`src/rtl/instr_encoder_loader.sv`:
```
// Encodes symbolic add/sub/or/and/lw/sw/beq beats into RV32I words and writes them sequentially into IMEM.
// Optional feature: define INSTR_NOP_PAD_EN to fill the remaining IMEM words with NOPs before DONE.
module instr_encoder_loader #(
    parameter int WIDTH  = 32,
    parameter int ADDR_W = 8
) (
    input  logic              clk,
    input  logic              rst_n,
    input  logic              start,
    input  logic              finish,
    input  logic              in_valid,
    output logic              in_ready,
    input  logic [2:0]        in_op,
    input  logic [4:0]        in_rd,
    input  logic [4:0]        in_rs1,
    input  logic [4:0]        in_rs2,
    input  logic [12:0]       in_imm,
    output logic              imem_we,
    output logic [ADDR_W-1:0] imem_addr,
    output logic [WIDTH-1:0]  imem_wdata,
    output logic [ADDR_W:0]   count,
    output logic              busy,
    output logic              done,
    output logic              err
);

    localparam logic [ADDR_W:0] CAP  = {1'b1, {ADDR_W{1'b0}}};
    localparam logic [ADDR_W:0] LAST = {1'b0, {ADDR_W{1'b1}}};
    localparam logic [ADDR_W:0] ONE  = {{ADDR_W{1'b0}}, 1'b1};
    localparam logic [31:0]     NOP  = 32'h0000_0033;

    typedef enum logic [1:0] {
        ST_IDLE  = 2'd0,
        ST_LOAD  = 2'd1,
        ST_DRAIN = 2'd2,
        ST_PAD   = 2'd3
    } state_t;

    state_t              state_r;
    logic [ADDR_W:0]     ptr_r;
    logic [ADDR_W:0]     count_r;
    logic                we_r;
    logic [ADDR_W-1:0]   addr_r;
    logic [WIDTH-1:0]    wdata_r;
    logic                done_r;
    logic                err_r;
    logic                accept_s;
    logic                write_s;
    logic                last_word_s;

    function automatic logic [31:0] encode_op(
        input logic [2:0]  op,
        input logic [4:0]  rd,
        input logic [4:0]  rs1,
        input logic [4:0]  rs2,
        input logic [12:0] imm
    );
        logic [31:0] w;
        case (op)
            3'd0:    w = {7'b0000000, rs2, rs1, 3'b000, rd, 7'b0110011};
            3'd1:    w = {7'b0100000, rs2, rs1, 3'b000, rd, 7'b0110011};
            3'd2:    w = {7'b0000000, rs2, rs1, 3'b110, rd, 7'b0110011};
            3'd3:    w = {7'b0000000, rs2, rs1, 3'b111, rd, 7'b0110011};
            3'd4:    w = {imm[11:0], rs1, 3'b010, rd, 7'b0000011};
            3'd5:    w = {imm[11:5], rs2, rs1, 3'b010, imm[4:0], 7'b0100011};
            3'd6:    w = {imm[12], imm[10:5], rs2, rs1, 3'b000, imm[4:1], imm[11], 7'b1100011};
            default: w = NOP;
        endcase
        return w;
    endfunction

    assign in_ready    = (state_r == ST_LOAD) && (ptr_r < CAP);
    assign accept_s    = in_valid && in_ready;
    assign write_s     = accept_s && (in_op != 3'd7);
    assign last_word_s = (ptr_r == LAST);

    assign imem_we    = we_r;
    assign imem_addr  = addr_r;
    assign imem_wdata = wdata_r;
    assign count      = count_r;
    assign busy       = (state_r != ST_IDLE);
    assign done       = done_r;
    assign err        = err_r;

    // Session FSM with registered write port; ptr counts words issued, count_r counts words completed.
    always_ff @(posedge clk or negedge rst_n) begin
        if (!rst_n) begin
            state_r <= ST_IDLE;
            ptr_r   <= '0;
            count_r <= '0;
            we_r    <= 1'b0;
            addr_r  <= '0;
            wdata_r <= '0;
            done_r  <= 1'b0;
            err_r   <= 1'b0;
        end else begin
            we_r   <= 1'b0;
            done_r <= 1'b0;
            if (we_r) begin
                count_r <= count_r + ONE;
            end
            case (state_r)
                ST_IDLE: begin
                    if (start) begin
                        state_r <= ST_LOAD;
                        ptr_r   <= '0;
                        count_r <= '0;
                        err_r   <= 1'b0;
                    end
                end
                ST_LOAD: begin
                    if (accept_s && (in_op == 3'd7)) begin
                        err_r <= 1'b1;
                    end
                    if (write_s) begin
                        we_r    <= 1'b1;
                        addr_r  <= ptr_r[ADDR_W-1:0];
                        wdata_r <= encode_op(in_op, in_rd, in_rs1, in_rs2, in_imm);
                        ptr_r   <= ptr_r + ONE;
                    end
                    if (write_s && last_word_s) begin
                        state_r <= ST_DRAIN;
                    end else if (finish) begin
`ifdef INSTR_NOP_PAD_EN
                        state_r <= ST_DRAIN;
`else
                        // A write already in flight completes on this same edge, so only a new one needs DRAIN.
                        if (write_s) begin
                            state_r <= ST_DRAIN;
                        end else begin
                            state_r <= ST_IDLE;
                            done_r  <= 1'b1;
                        end
`endif
                    end
                end
                ST_DRAIN: begin
`ifdef INSTR_NOP_PAD_EN
                    if (ptr_r != CAP) begin
                        state_r <= ST_PAD;
                    end else begin
                        state_r <= ST_IDLE;
                        done_r  <= 1'b1;
                    end
`else
                    state_r <= ST_IDLE;
                    done_r  <= 1'b1;
`endif
                end
`ifdef INSTR_NOP_PAD_EN
                ST_PAD: begin
                    we_r    <= 1'b1;
                    addr_r  <= ptr_r[ADDR_W-1:0];
                    wdata_r <= NOP;
                    ptr_r   <= ptr_r + ONE;
                    if (last_word_s) begin
                        state_r <= ST_DRAIN;
                    end
                end
`endif
                default: begin
                    state_r <= ST_IDLE;
                end
            endcase
        end
    end

endmodule

```
`config.mk`:
```
export PLATFORM = sky130hd
export DESIGN_NAME = instr_encoder_loader
export DESIGN_NICKNAME = d
export VERILOG_FILES = /design/src/rtl/instr_encoder_loader.sv
export SDC_FILE = /design/constraint.sdc
export NUM_CORES = 1
export LEC_CHECK = 0
export BUFFER_PORTS_ARGS = -buffer_cell sky130_fd_sc_hd__buf_2
export CORE_UTILIZATION = 54
export CTS_CLUSTER_SIZE = 28
export DETAILED_ROUTE_END_ITERATION = 16
export PLACE_DENSITY = 0.84
export SLEW_MARGIN = 25
export SYNTH_ARGS = -nofsm -noshare
export SYNTH_HDL_FRONTEND = slang
export SYNTH_SLANG_ARGS = --single-unit
export TNS_END_PERCENT = 10
```
`constraint.sdc`:
```
create_clock -name clk -period 4.45 [get_ports clk]
set_input_delay 1.1125 -clock clk [delete_from_list [all_inputs] [get_ports clk]]
set_output_delay 1.1125 -clock clk [all_outputs]
set_load 0.005 [all_outputs]
```
==> results.md <==
- I/O Pins: 90
- Warnings, synthesis: 0
- Leakage power: 1.823 nW
- Gr ovfl total: 0
- Hold-fix buffer count after cts: 0
- Pwr/cell area: 588.0 nW/um^2
- Xor-xnor portion of the synthesized cell area: 0.01876
- H-tree depth: 3
- Actual slew at the worst max-slew pin: 0.7871 ns
- Flop2flop setup slack: between 2 and 2.5 ns
- # nets final: 418
- WP data required: around 3.3 ns
- Root Buffer: clkbuf_8
- GPL Wtd Cong: between 0.8 and 0.9
- TritonRoute pass-1 iters: 4
- Finished layout cell area: about 3500 um^2
- Clock Skew: between 0.007 and 0.008 ns
- Drc violations: 0
- Initial Util: 0.5778
- Clk_lat worst skew: 0.34 ns
- Status: finished, final reports clean
- Max Root-Sink Buffers: 2
- Dpl cells: 432
- Metal-1 WL: between 2000 and 3000 um
- Post-route ant nets: 0
- Fmax achieved: between 0.3 and 0.4 GHz
- Final WL: about 6300 um
- Fill count: approximately 370
- CTS tree: yes
- Crit-path max FO: 9
- Fin crit share: 0.5901
- Cell accounting for the most synthesized area: dfrtp_1
- Cell Area, Synth: 2801 um^2
- Area fraction of the dominant cell type after synthesis: 0.5360
- Post-synthesis simple-gate area fraction: 0.2126
- Critical Path AT: 1.51 ns
- Largest family of logic cells by synthesized area: simple AND/OR/NAND/NOR gates
- DP HPWL: 4349 um
- Port-buffer cells: 87
- DRT iter0 DRCs: 194
- DR WL met3: 296 um
- Post-synthesis mux area share: 0.007146
- Final Setup Violations: 0
- CTS clock-pin slew for the worst setup and hold paths: 0.06 ns
- Critical path class: reg -> out
- Post-Syn Area per Cell: ~9.6 um^2
- Final Hold Violating Endpoints: 0
- Vert. Die Dim: 74.03 um
- Number of vias per cell: around 5.5
- Register area share after synthesis: 0.5360
- Main area contributors after synthesis: dfrtp_1, nand2_1, a21oi_1
- Slew Viols, Final: 0
- Core Area: roughly 4800 um^2
- Adder-Cell Fraction of Synth Area: 0.02680
- Number of flops mapped to enable cells by yosys: 0
- Share of layout cells above drive strength 1: 0.2835
- Vias in the first global route: 2219
- All-Layer GR Usage: 0.2443
- Register Area: ~1500 um^2
- Syn-to-layout area delta: 24.97%
- Via count: 2450
- Count of non-filler cells in the finished layout: 448
- Worst slew margin: 0.4713
- Max Cap Viol: 0
- Placed cell area: between 3000 and 4000 um^2
- Post-synthesis async set-or-reset flop share: 1.000
- Multi-input combinational cell area: about 1200 um^2
- DR top layer: met4
- Mapped Cells: slightly below 300
- Cell variety after synth: 49
- Inserted Diodes: 0
- # clock sinks: 60
- Floorplan row count: 25
- Total power: 2.058 mW
- Hold Crit Class: reg -> reg
- Postcts setup bufs: 0
- Die area: between 5000 and 6000 um^2
- Die width: between 70 and 80 um
- Crit end category: output port
- Most frequent cells after synthesis: nand2_1, dfrtp_1, nor2_1, a21oi_1, o21ai_0
- Maximum vdd drop: roughly 0.38 mV
- Most common cell in the synthesized netlist: nand2_1
- Post-cts resize count: 0
- First-pass GRT wire length: around 10000 um
- WL met2: ~3000 um
- RSZ-0062 raised after global routing: no
- Pin count of the biggest net entering global routing: 39
- Initial antenna violation count: 0
- Post-synthesis register bit count: 60
- Compound-Gate Fraction of Synth Area: 0.1550
- Num CTS Buffers: 9
- Post-synth top flop: dfrtp_1
- DR WL/cell: 14.08 um
- Minimum clock period: 2.626 ns
- CP startpoint kind: flip-flop
- Setup TNS: 0 ns
-- sequential cells by signal, summed over array words and instances, names as in the netlist --
| register | flops |
|---|---|
| imem_we | 1 |
| count | 9 |
| imem_addr | 8 |
| state_r | 2 |
| err | 1 |
| ptr_r | 9 |
| done | 1 |
| imem_wdata | 29 |
-- report_power, final --
part	switching, mW	internal, mW
Combinational	0.358	0.279
Clock	0.210	0.402
Sequential	0.103	0.707
-- critical path, cell delays in order, from the launching register on --
cell	delay [ns]
dfrtp_1	0.40
inv_1	0.09
ha_1	0.32
inv_1	0.14
nor2_1	0.12
buf_2	0.11
-- cells by family (layout without fill, tap and decap cells) --
family	after synthesis	in the layout
muxes	2	2
adders and majority gates	6	6
xor gates and xnor gates	6	6
other	1	2
and+or+nand+nor	127	127
DFF	60	60
buffers and inverters	24	113
AOI/OAI and AO/OA	65	65
-- worst paths after layout --
check	end	from	cells past startpoint
min reg2reg	imem_wdata[24]$_DFFE_PN0P_	imem_wdata[24]$_DFFE_PN0P_	2
max in group asynchronous	ptr_r[7]$_DFFE_PN0P_	rst_n	2
max reg2reg	imem_wdata[22]$_DFFE_PN0P_	state_r[1]$_DFFE_PN0P_	6
max	in_ready	state_r[1]$_DFFE_PN0P_	5
min	imem_wdata[24]$_DFFE_PN0P_	imem_wdata[24]$_DFFE_PN0P_	2
min in group asynchronous	ptr_r[8]$_DFFE_PN0P_	rst_n	1
-- routing by layer --
layer  up-vias  global-route usage
met5         -                   0
met4         0              0.1325
met3        13             0.04472
met2        80              0.3879
met1      1177              0.3193
li1       1180                   -
-- layout make-up --
type	count	share of cell area
sequential	60	0.4289
timing repair buffer	89	0.1287
multi-input combinational	208	0.3385
clock buffer	12	0.04432
inverter	8	0.008578
tap	67	0.02395
clock inverter	4	0.02716
-- stage by stage --
stage | util | hold slack (ns) | setup WS, ns
2_1_floorplan | - | 0.4628 | 2.044
3_3_place_gp | 0.6705 | 0.4477 | 1.929
3_5_place_dp | 0.6705 | 0.4519 | 1.839
4_1_cts | 0.7221 | 0.4673 | 1.804
5_1_grt | 0.7221 | 0.4958 | 1.729
6_report | 0.7221 | 0.4653 | 1.824
-- placed cells by master, fill, tap and decap left out, types with 2 or more instances in the layout --
master | netlist | final
dfrtp_1 | 60 | 60
a21oi_1 | 17 | 17
nor2b_1 | 2 | 2
mux2i_1 | 2 | 2
or4_1 | 2 | 2
a221o_1 | 2 | 2
xor2_1 | 5 | 5
nand4_1 | 5 | 5
nor2_1 | 19 | 19
conb_1 | 1 | 2
o21ai_0 | 14 | 14
ha_1 | 6 | 6
nand2_1 | 68 | 68
a22o_1 | 7 | 7
or3_1 | 7 | 7
a21o_1 | 4 | 4
nor3_1 | 2 | 2
clkbuf_8 | 0 | 11
nand2b_1 | 4 | 4
buf_2 | 1 | 87
a32oi_1 | 4 | 4
o21a_1 | 2 | 2
bufinv_16 | 0 | 3
o31ai_1 | 4 | 4
buf_4 | 5 | 2
a22oi_1 | 5 | 5
inv_1 | 7 | 7
nand3b_1 | 2 | 2
nand3_1 | 6 | 6
No activity file was read; power rests on OpenSTA's default activity.
